File: src/rtl/spi_regfile.sv
// spi_regfile: SPI mode-0 slave giving read/write access to a small register file
module spi_regfile #(
  parameter int ADDR_W      = 7,
  parameter int DATA_W      = 8,
  parameter int NUM_REGS    = 5,
  parameter int SYNC_STAGES = 2
) (
  input  logic                       clk,
  input  logic                       rst_n,
  input  logic                       sclk,
  input  logic                       COPI,
  input  logic                       cs,
  output logic                       CIPO,
  output logic [NUM_REGS*DATA_W-1:0] regs_out,
  output logic                       wr_strobe,
  output logic [ADDR_W-1:0]          wr_addr,
  output logic                       frame_err
);
  localparam int F  = 1 + ADDR_W + DATA_W;
  localparam int CW = $clog2(F + 1);
  localparam int SW = (ADDR_W + 1 > DATA_W) ? ADDR_W + 1 : DATA_W;
  localparam logic [CW-1:0] HDR_LAST = CW'(ADDR_W);
  localparam logic [CW-1:0] HDR_BITS = CW'(ADDR_W + 1);
  localparam logic [CW-1:0] FRM_LAST = CW'(F - 1);
  localparam logic [ADDR_W:0] NREG = NUM_REGS[ADDR_W:0];

  typedef enum logic [1:0] {IDLE, HEADER, DATA, DONE} state_t;

  state_t r_state, w_next;
  logic [SYNC_STAGES-1:0] r_sclk_s, r_copi_s, r_cs_s;
  logic [CW-1:0] r_cnt;
  logic [SW-1:0] r_sr, w_sr_next;
  logic [DATA_W-1:0] r_regs [NUM_REGS];
  logic [DATA_W-1:0] r_osr, w_rd_val;
  logic [ADDR_W-1:0] r_addr, r_waddr;
  logic r_rw, r_pend, r_strobe, r_ferr, r_cipo;
  logic w_sclk_rise, w_sclk_fall, w_cs_rise, w_cs_fall, w_copi, w_active, w_shift_in;

  always_ff @(posedge clk or negedge rst_n)
    if (!rst_n) begin
      r_sclk_s <= '0;
      r_copi_s <= '0;
      r_cs_s   <= '0;
    end else begin
      r_sclk_s <= {r_sclk_s[SYNC_STAGES-2:0], sclk};
      r_copi_s <= {r_copi_s[SYNC_STAGES-2:0], COPI};
      r_cs_s   <= {r_cs_s[SYNC_STAGES-2:0], cs};
    end

  assign w_sclk_rise = r_sclk_s[SYNC_STAGES-2] & ~r_sclk_s[SYNC_STAGES-1];
  assign w_sclk_fall = ~r_sclk_s[SYNC_STAGES-2] & r_sclk_s[SYNC_STAGES-1];
  assign w_cs_rise   = r_cs_s[SYNC_STAGES-2] & ~r_cs_s[SYNC_STAGES-1];
  assign w_cs_fall   = ~r_cs_s[SYNC_STAGES-2] & r_cs_s[SYNC_STAGES-1];
  assign w_copi      = r_copi_s[SYNC_STAGES-1];
  assign w_active    = (r_state == HEADER) || (r_state == DATA);
  assign w_shift_in  = w_active && w_sclk_rise && !w_cs_rise;
  assign w_sr_next   = {r_sr[SW-2:0], w_copi};

  always_ff @(posedge clk or negedge rst_n)
    if (!rst_n) r_state <= IDLE;
    else r_state <= w_next;

  always_comb begin
    w_next = r_state;
    unique case (r_state)
      IDLE:   w_next = w_cs_fall ? HEADER : IDLE;
      HEADER: w_next = w_cs_rise ? IDLE : (w_sclk_rise && r_cnt == HDR_LAST) ? DATA : HEADER;
      DATA:   w_next = w_cs_rise ? IDLE : (w_sclk_rise && r_cnt == FRM_LAST) ? DONE : DATA;
      DONE:   w_next = w_cs_rise ? IDLE : DONE;
    endcase
  end

  always_comb begin
    w_rd_val = '0;
    for (int k = 0; k < NUM_REGS; k++)
      if (w_sr_next[ADDR_W-1:0] == ADDR_W'(k)) w_rd_val = r_regs[k];
  end

  always_ff @(posedge clk or negedge rst_n)
    if (!rst_n) begin
      r_cnt    <= '0;
      r_sr     <= '0;
      r_osr    <= '0;
      r_addr   <= '0;
      r_waddr  <= '0;
      r_rw     <= 1'b0;
      r_pend   <= 1'b0;
      r_strobe <= 1'b0;
      r_ferr   <= 1'b0;
      r_cipo   <= 1'b0;
      for (int k = 0; k < NUM_REGS; k++) r_regs[k] <= '0;
    end else begin
      r_ferr   <= w_active && w_cs_rise;
      r_strobe <= r_pend;
      r_pend   <= 1'b0;
      if (r_pend) r_waddr <= r_addr;
      for (int k = 0; k < NUM_REGS; k++)
        if (r_pend && r_addr == ADDR_W'(k)) r_regs[k] <= r_sr[DATA_W-1:0];
      if (r_state == IDLE && w_cs_fall) begin
        r_cnt <= '0;
        r_sr  <= '0;
      end else if (w_shift_in) begin
        r_sr  <= w_sr_next;
        r_cnt <= r_cnt + 1'b1;
        if (r_state == HEADER && r_cnt == HDR_LAST) begin
          r_rw   <= w_sr_next[ADDR_W];
          r_addr <= w_sr_next[ADDR_W-1:0];
          r_osr  <= w_rd_val;
        end
        if (r_state == DATA && r_cnt == FRM_LAST) r_pend <= r_rw && ({1'b0, r_addr} < NREG);
      end
      // the data MSB is already on CIPO after the header, so the first falling edge must not shift
      if (r_state == DATA && w_sclk_fall && r_cnt != HDR_BITS) r_osr <= r_osr << 1;
      r_cipo <= (r_state == DATA && !r_rw) ? r_osr[DATA_W-1] : 1'b0;
    end

  for (genvar g = 0; g < NUM_REGS; g++) begin : g_out
    assign regs_out[g*DATA_W +: DATA_W] = r_regs[g];
  end

  assign CIPO      = r_cipo;
  assign wr_strobe = r_strobe;
  assign wr_addr   = r_waddr;
  assign frame_err = r_ferr;
endmodule

File: config.mk
export PLATFORM = sky130hd
export DESIGN_NAME = spi_regfile
export DESIGN_NICKNAME = d
export VERILOG_FILES = /design/src/rtl/spi_regfile.sv
export SDC_FILE = /design/constraint.sdc
export NUM_CORES = 1
export LEC_CHECK = 0
export CORE_AREA = 4 4 105 107
export CTS_CLUSTER_SIZE = 8
export DETAILED_ROUTE_END_ITERATION = 8
export DIE_AREA = 0 0 109 111
export GPL_ROUTABILITY_DRIVEN = 0
export GPL_TIMING_DRIVEN = 0
export MAX_ROUTING_LAYER = met4
export SLEW_MARGIN = 20
export SYNTH_ARGS = -nofsm -noshare
export SYNTH_HDL_FRONTEND = slang
export SYNTH_SLANG_ARGS = --single-unit
File: constraint.sdc
create_clock -name clk -period 1.9 [get_ports clk]
set_input_delay 0.19 -clock clk [delete_from_list [all_inputs] [get_ports clk]]
set_output_delay 0.19 -clock clk [all_outputs]
set_load 0.01 [all_outputs]
==> results of run 1 <==
[worst paths after layout]
| kind | startpoint | endpoint | slack (ns) |
|---|---|---|---|
| worst max-delay path | r_addr[3]$_DFFE_PN0P_ | regs_out[18]$_DFFE_PN0P_ | 0.10 |
| worst min-delay path | COPI | r_copi_s[0]$_DFF_PN0_ | 0.26 |
| worst max register to register | r_addr[3]$_DFFE_PN0P_ | regs_out[18]$_DFFE_PN0P_ | 0.10 |
| worst min register to register | r_copi_s[0]$_DFF_PN0_ | r_copi_s[1]$_DFF_PN0_ | 0.37 |
| max in group asynchronous | rst_n | r_osr[0]$_DFFE_PN0P_ | 0.91 |
| min in group asynchronous | rst_n | regs_out[38]$_DFFE_PN0P_ | 0.37 |
[registers in the layout (all words and copies together) (netlist names)]
signal     cells
CIPO           1
frame_err      1
r_addr         7
r_cnt          5
r_copi_s       2
r_cs_s         2
r_osr          8
r_pend         1
r_rw           1
r_sclk_s       2
r_sr           8
r_state        2
regs_out      40
wr_addr        7
wr_strobe      1
[cell families after synthesis]
family / after synthesis
AND/OR/NAND/NOR: 90
flip-flops: 88
XOR/XNOR: 3
adder cells (fa/ha/maj): 8
AO/OA/AOI/OAI: 40
multiplexers: 69
buffers and inverters: 25
[final cells by class]
class / count / area share (%)
Clock inverter: 5 / 1.260
Timing Repair Buffer: 64 / 12.79
Inverter: 7 / 0.5186
Buffer: 17 / 1.581
Multi-Input combinational cell: 210 / 34.23
Sequential cell: 88 / 43.47
Tap cell: 136 / 3.359
Clock buffer: 11 / 2.791
[routing by layer]
metal,global-route usage [%],up-vias
met3,3.320,11
met5,-,-
li1,-,1291
met4,3.535,0
met2,26.74,67
met1,23.29,1381
[through the flow]
| step | hold slack (ns) | TNS (ns) | area [um2] | power [W] | worst slack (ns) |
|---|---|---|---|---|---|
| floorplan | -0.1056 | 0 | 3976 | 0.002118 | 0.1560 |
| global placement | 0.3578 | -229.94 | 4687 | 0.002215 | -2.614 |
| global route | 0.2637 | -0.01081 | 5066 | 0.003707 | -0.006132 |
| CTS | 0.2580 | 0 | 4996 | 0.003581 | 0.01925 |
| detailed placement | 0.2304 | -0.3689 | 4712 | 0.002227 | -0.09006 |
| finish | 0.2618 | 0 | 5066 | 0.003562 | 0.1041 |
[critical path: cells and delay by family, from the launching register on]
kind	cells	cell delay [ns]
buffers and inverters	1	0.16
flip-flops	1	0.43
multiplexers	1	0.37
AND/OR/NAND/NOR	3	0.71
[power groups by stage]
| stage | Clock [W] | Combinational [W] | Sequential (W) |
|---|---|---|---|
| 2_1_floorplan | 0 | 0.000150 | 0.00197 |
| 3_3_place_gp | 0 | 0.000241 | 0.00197 |
| 3_5_place_dp | 0 | 0.000252 | 0.00197 |
| 4_1_cts | 0.00139 | 0.000256 | 0.00194 |
| 5_1_grt | 0.00146 | 0.000298 | 0.00195 |
| 6_report | 0.00136 | 0.000266 | 0.00194 |
[cells in the final DEF, fill, tap and decap left out, types with 4 or more instances in the layout]
master,Yosys,layout
dfrtp_1,88,88
mux2_2,58,58
clkdlybuf4s50_1,0,53
nand2_1,33,33
nor2_1,21,21
clkbuf_1,14,12
a21oi_1,11,11
clkbuf_8,0,10
buf_4,1,9
a211oi_1,8,8
o31ai_1,8,8
inv_1,7,7
mux2i_1,7,7
a2bb2oi_1,7,5
ha_1,7,5
nor3_1,5,4
nand3_1,5,4
o21ai_0,4,4
mux2_1,4,4
[timing repair]
action | CTS | global route
setup endpoints to repair | 10 | 34
resized for setup | 2 | 14
buffers inserted | 6 | 1
pin swaps | 2 | 1
gates cloned | 1 | 0
endpoints found under the hold margin | 42 | 0
hold buffers | 1 | 0
==> impl_metrics.yaml, run 1 <==
run_status:
  status: "complete, no violations"
layout:
  num_antenna_cells: 0
  fillCellCount: 910
  utilization_pct: 49.97
  stdcell_count: 538
  area_delta_synth_final_pct: 27.41
  drive_gt1_share_pct: 26.62
  nets: 409
  multi_input_area_mm2: 0.001734
  register_area_mm2: 0.002202
synthesis:
  synthMuxAreaShare_pct: 19.32
  synth_compound_area_share_pct: 6.860
  synth-adder-area-share_pct: 2.454
  syn_area_per_cell_um2: 12.31
  synth_edf_count: 0
  synth_flop_cell: "dfrtp_1"
  synth_top_family_by_area: "multiplexers"
  ys_seq_elements: 88
  netlist_instances: 323
  syn_nets: 335
  synthTopCellsByCount: "dfrtp_1, mux2_2, nand2_1"
  synthXorXnorAreaFrac_pct: 0.6608
  synth_top_cell_area_share_pct: 55.38
  ys_warn_count: 0
  ys_seq_area_share_pct: 55.38
  yosys.area_share.simple_pct: 12.62
  synth_area_mm2: 0.003976
  synthArstFlopShare_pct: 100.0
  ys_types: 44
  synthTopCellsByArea: "dfrtp_1, mux2_2, nand2_1"
  yosysMostFrequentCell: "dfrtp_1"
  yosysTopAreaCell: "dfrtp_1"
detailed_routing:
  dr.pass1.iters: 5
  vias_per_cell: 5.112
  dr_wl_met3_um: 417
  dr.max_layer_used: "met4"
  avgRoutedWirePerCell_um: 17.78
  met2WireLength_um: 4617
  drt-total-wl_um: 9567
  vias: 2750
  ant_nets: 0
  drc: 0
  drt-initial-drc-count: 118
  wl_met1_um: 4430
power:
  p_switching_w: 0.0009095
  sw_frac_of_total_pct: 25.53
  seqPwrFrac_pct: 54.4
  pwr-share-comb_pct: 7.5
  power.share.clock_pct: 38.1
  leakage_nw: 2.399
  power-per-cell-area_mw_per_mm2: 703.1
  p_int_w: 0.002653
  peakVddDrop_mv: 0.3347
clocking:
  clock_latency_ns: 0.36
  cts_tree: "yes"
  htree_levels: 3
  cts-buffers-inserted: 9
  cts_root_buffer: "clkbuf_8"
  path_clk_slew_ns: 0.09
  cts_buffer_depth: 2
  cts.sinks: 88
sta:
  period_minus_slack_ns: 1.796
  finalMaxSlewViolations: 0
  setup_viol_count_final: 0
  max_slew.worst_pin.slew_ns: 0.7423
  timing.fmax_mhz: 556.8
  max_slew_margin_pct: 50.51
  clock_skew_ns: 0.01669
  rsz0062_at_grt: "yes"
  final_min_period_over_clock_period_pct: 94.52
  finalHoldViolations: 0
setup_path:
  reg2regPathDepth: 5
  crit_type: "flop to flop"
  cp_slowest_cell: "dfrtp_1"
  required_ns: 2.14
  crit_fanout: 8
  cp-start-kind: "flop"
  cp-end-kind: "flop"
  critPathArrivalTime_ns: 2.04
  slowest_delay_ns: 0.43
  path_cells: "nor4_4 -> and3b_1 -> buf_4 -> nand3b_4 -> mux2_1"
global_route:
  grt_pass1_wl_um: 15410
  grt_max_degree: 47
  first_global_vias: 2859
  antenna_found_initial: 0
  grtUsageTotal_pct: 17.13
  grt_overflow: 0
floorplanning:
  start_util_pct: 39.22
  boundaryPins: 55
  rows: 37
  chipHeight_um: 111
  dieArea_mm2: 0.01210
  die_w_um: 109
  coreArea_mm2: 0.01014
hold_path:
  hold_path.class: "input pin to flop"
  whs_path_depth: 1
place:
  dp_cells: 514
  dpl.hpwl_um: 6559
  portBuffers: 54
flow_run:
  drv_cap: 0
Power figures use the tool's default switching activity.
==> inputs of run 2 (changes only) <==
--- a/config.mk
+++ b/config.mk
@@ -5,10 +5,11 @@
 export SDC_FILE = /design/constraint.sdc
 export NUM_CORES = 1
 export LEC_CHECK = 0
-export CORE_AREA = 4 4 105 107
+export CORE_AREA = 4 4 134 85
 export CTS_CLUSTER_SIZE = 8
 export DETAILED_ROUTE_END_ITERATION = 8
-export DIE_AREA = 0 0 109 111
+export DIE_AREA = 0 0 138 89
+export DONT_BUFFER_PORTS = 1
 export GPL_ROUTABILITY_DRIVEN = 0
 export GPL_TIMING_DRIVEN = 0
 export MAX_ROUTING_LAYER = met4
==> run 2 against run 1 <==
Effect of this change:
- the flow now finishes with violations (hold timing)
- utilization decreased by 5.5 points
- non-clock buffer count decreased by 60
- global-route usage about the same
- count of clock-buffer cells in the layout decreased by 1
- wire length increased by 1.8%
- worst hold slack got worse by 0.72 ns
- cell area decreased by 10%
- combinational power decreased by 14%
- final cell count decreased by 11%
- largest power group unchanged
- highest routed layer unchanged
==> impl_metrics.yaml, run 2 (synthesized netlist as in run 1, its figures left out) <==
layout:
  area_delta_synth_final_pct: 14.54
  nets: 349
  utilization_pct: 44.51
  final_area_mm2: 0.004554
  num_antenna_cells: 0
  final_cell_mix: "dfrtp_1, mux2_2, nand2_1"
  final_common_cell: "dfrtp_1"
  largest_reg_flops: 40
  drive_gt1_share_pct: 29.53
clocking:
  cts_root_buffer: "clkbuf_16"
  postCtsHoldBufs: 3
  clock_latency_ns: 0.34
  cts_buffer_depth: 2
  cts_tree: "yes"
  htree_levels: 3
  path_clk_slew_ns: 0.06
  cts-buffers-inserted: 9
  cts.sinks: 88
hold_path:
  hold_path.class: "input pin to asynchronous set/reset pin"
global_route:
  grtUsageTotal_pct: 17.14
  grt_overflow: 0
  antenna_found_initial: 0
  grt_max_degree: 89
  grt_pass1_wl_um: 15390
  first_global_vias: 2680
sta:
  finalHoldViolations: 88
  clock_skew_ns: 0.005331
  max_slew_margin_pct: 59.85
  setup_viol_count_final: 0
  timing.fmax_mhz: 549.9
  final_min_period_over_clock_period_pct: 95.71
  setup_slack_ns: 0.08151
  max_slew.worst_pin.slew_ns: 0.6023
  finalMaxSlewViolations: 0
  hold_ws_ns: -0.4611
  period_minus_slack_ns: 1.818
detailed_routing:
  dr.pass1.iters: 5
  drc: 0
  vias_per_cell: 5.341
  drt-initial-drc-count: 175
  drt-total-wl_um: 9737
  ant_nets: 0
  avgRoutedWirePerCell_um: 20.24
  vias: 2569
run_status:
  status: "finished with violations"
  violations: "hold timing"
floorplanning:
  dieArea_mm2: 0.01228
  coreArea_mm2: 0.01023
  boundaryPins: 55
  chipHeight_um: 89
  start_util_pct: 38.86
  rows: 29
  die_w_um: 138
place:
  portBuffers: 0
  placed_cell_area_mm2: 0.004150
  dp_worst_setup_slack_ns: -0.1034
  dpl.hpwl_um: 6665
power:
  p_total_w: 0.003898
  leakage_nw: 2.220
  power-per-cell-area_mw_per_mm2: 855.9
  power.share.clock_pct: 44.3
  seqPwrFrac_pct: 49.8
  peakVddDrop_mv: 0.4402
  p_int_w: 0.003005
  p_switching_w: 0.0008931
  pwr-share-comb_pct: 5.8
  sw_frac_of_total_pct: 22.91
setup_path:
  cp-end-kind: "flop"
  critPathArrivalTime_ns: 2.04
  required_ns: 2.12
  crit_type: "flop to flop"
  cp-start-kind: "flop"
  r2r_slack_ns: 0.08
  crit_fanout: 8
flow_run:
  drv_cap: 0
## run 2: cell types whose count changed in the layout (fill, tap and decap cells not counted), sizes merged
cell	before	now
clkdlybuf4s50	53	0
clkbuf	24	22
clkinv	2	3
inv	8	7
buf	14	6
dlygate4sd3	1	3
clkinvlp	1	2
## run 2: final cells by class
cell class | instances | area [um2]
well taps | 139 | 173.9
clock buffers | 10 | 229.0
plain buffers | 15 | 75.07
multi-input cells | 210 | 1735
flip-flops and latches | 88 | 2202
clock inverters | 6 | 60.06
repair buffers | 6 | 52.55
inverters | 7 | 26.28
fillers | 963 | 5678
## run 2: critical path, cell delays in order, from the launching register on
cell	delay [ns]
dfrtp_1	0.43
nor4_4	0.35
and3b_1	0.20
buf_4	0.17
nand3b_4	0.19
mux2_1	0.36
## run 2: stage by stage
stage,instances,TNS (ns)
finish,481,0
global placement,462,-0.3646
detailed placement,462,-0.5192
floorplan,323,0
global route,481,-0.4945
CTS,483,0
## run 2: final timing paths
kind,start,endpoint,cells after the start
max in group asynchronous,rst_n,regs_out[10]$_DFFE_PN0P_,0
worst min register to register,r_copi_s[0]$_DFF_PN0_,r_copi_s[1]$_DFF_PN0_,0
worst max-delay path,r_addr[6]$_DFFE_PN0P_,regs_out[18]$_DFFE_PN0P_,5
min in group clk,r_copi_s[0]$_DFF_PN0_,r_copi_s[1]$_DFF_PN0_,0
worst max register to register,r_addr[6]$_DFFE_PN0P_,regs_out[18]$_DFFE_PN0P_,5
worst min-delay path,rst_n,r_state[1]$_DFF_PN0_,0
## run 2: metal layers
layer,track usage (%),part of all wire [%],vias to the layer above
met2,23.10,42,86
met5,-,0,-
met1,23.17,48,1290
met4,4.753,1.2,0
li1,-,-,1181
met3,7.803,9.3,12
## run 2: repair_timing
| item | in CTS | in global routing |
|---|---|---|
| hold endpoints to repair | 91 | 88 |
| buffers inserted | 2 | 1 |
| gates resized for setup | 2 | 14 |
| endpoints found under the setup margin | 9 | 60 |
| pin swaps | 1 | 3 |
## run 2: power by group through the flow
| stage | Combinational [W] | Sequential, W | Clock (W) |
|---|---|---|---|
| floorplan | 0.000150 | 0.00197 | 0 |
| global placement | 0.000199 | 0.00197 | 0 |
| detailed placement | 0.000202 | 0.00197 | 0 |
| CTS | 0.000210 | 0.00194 | 0.00178 |
| global route | 0.000252 | 0.00195 | 0.00186 |
| finish | 0.000228 | 0.00194 | 0.00173 |
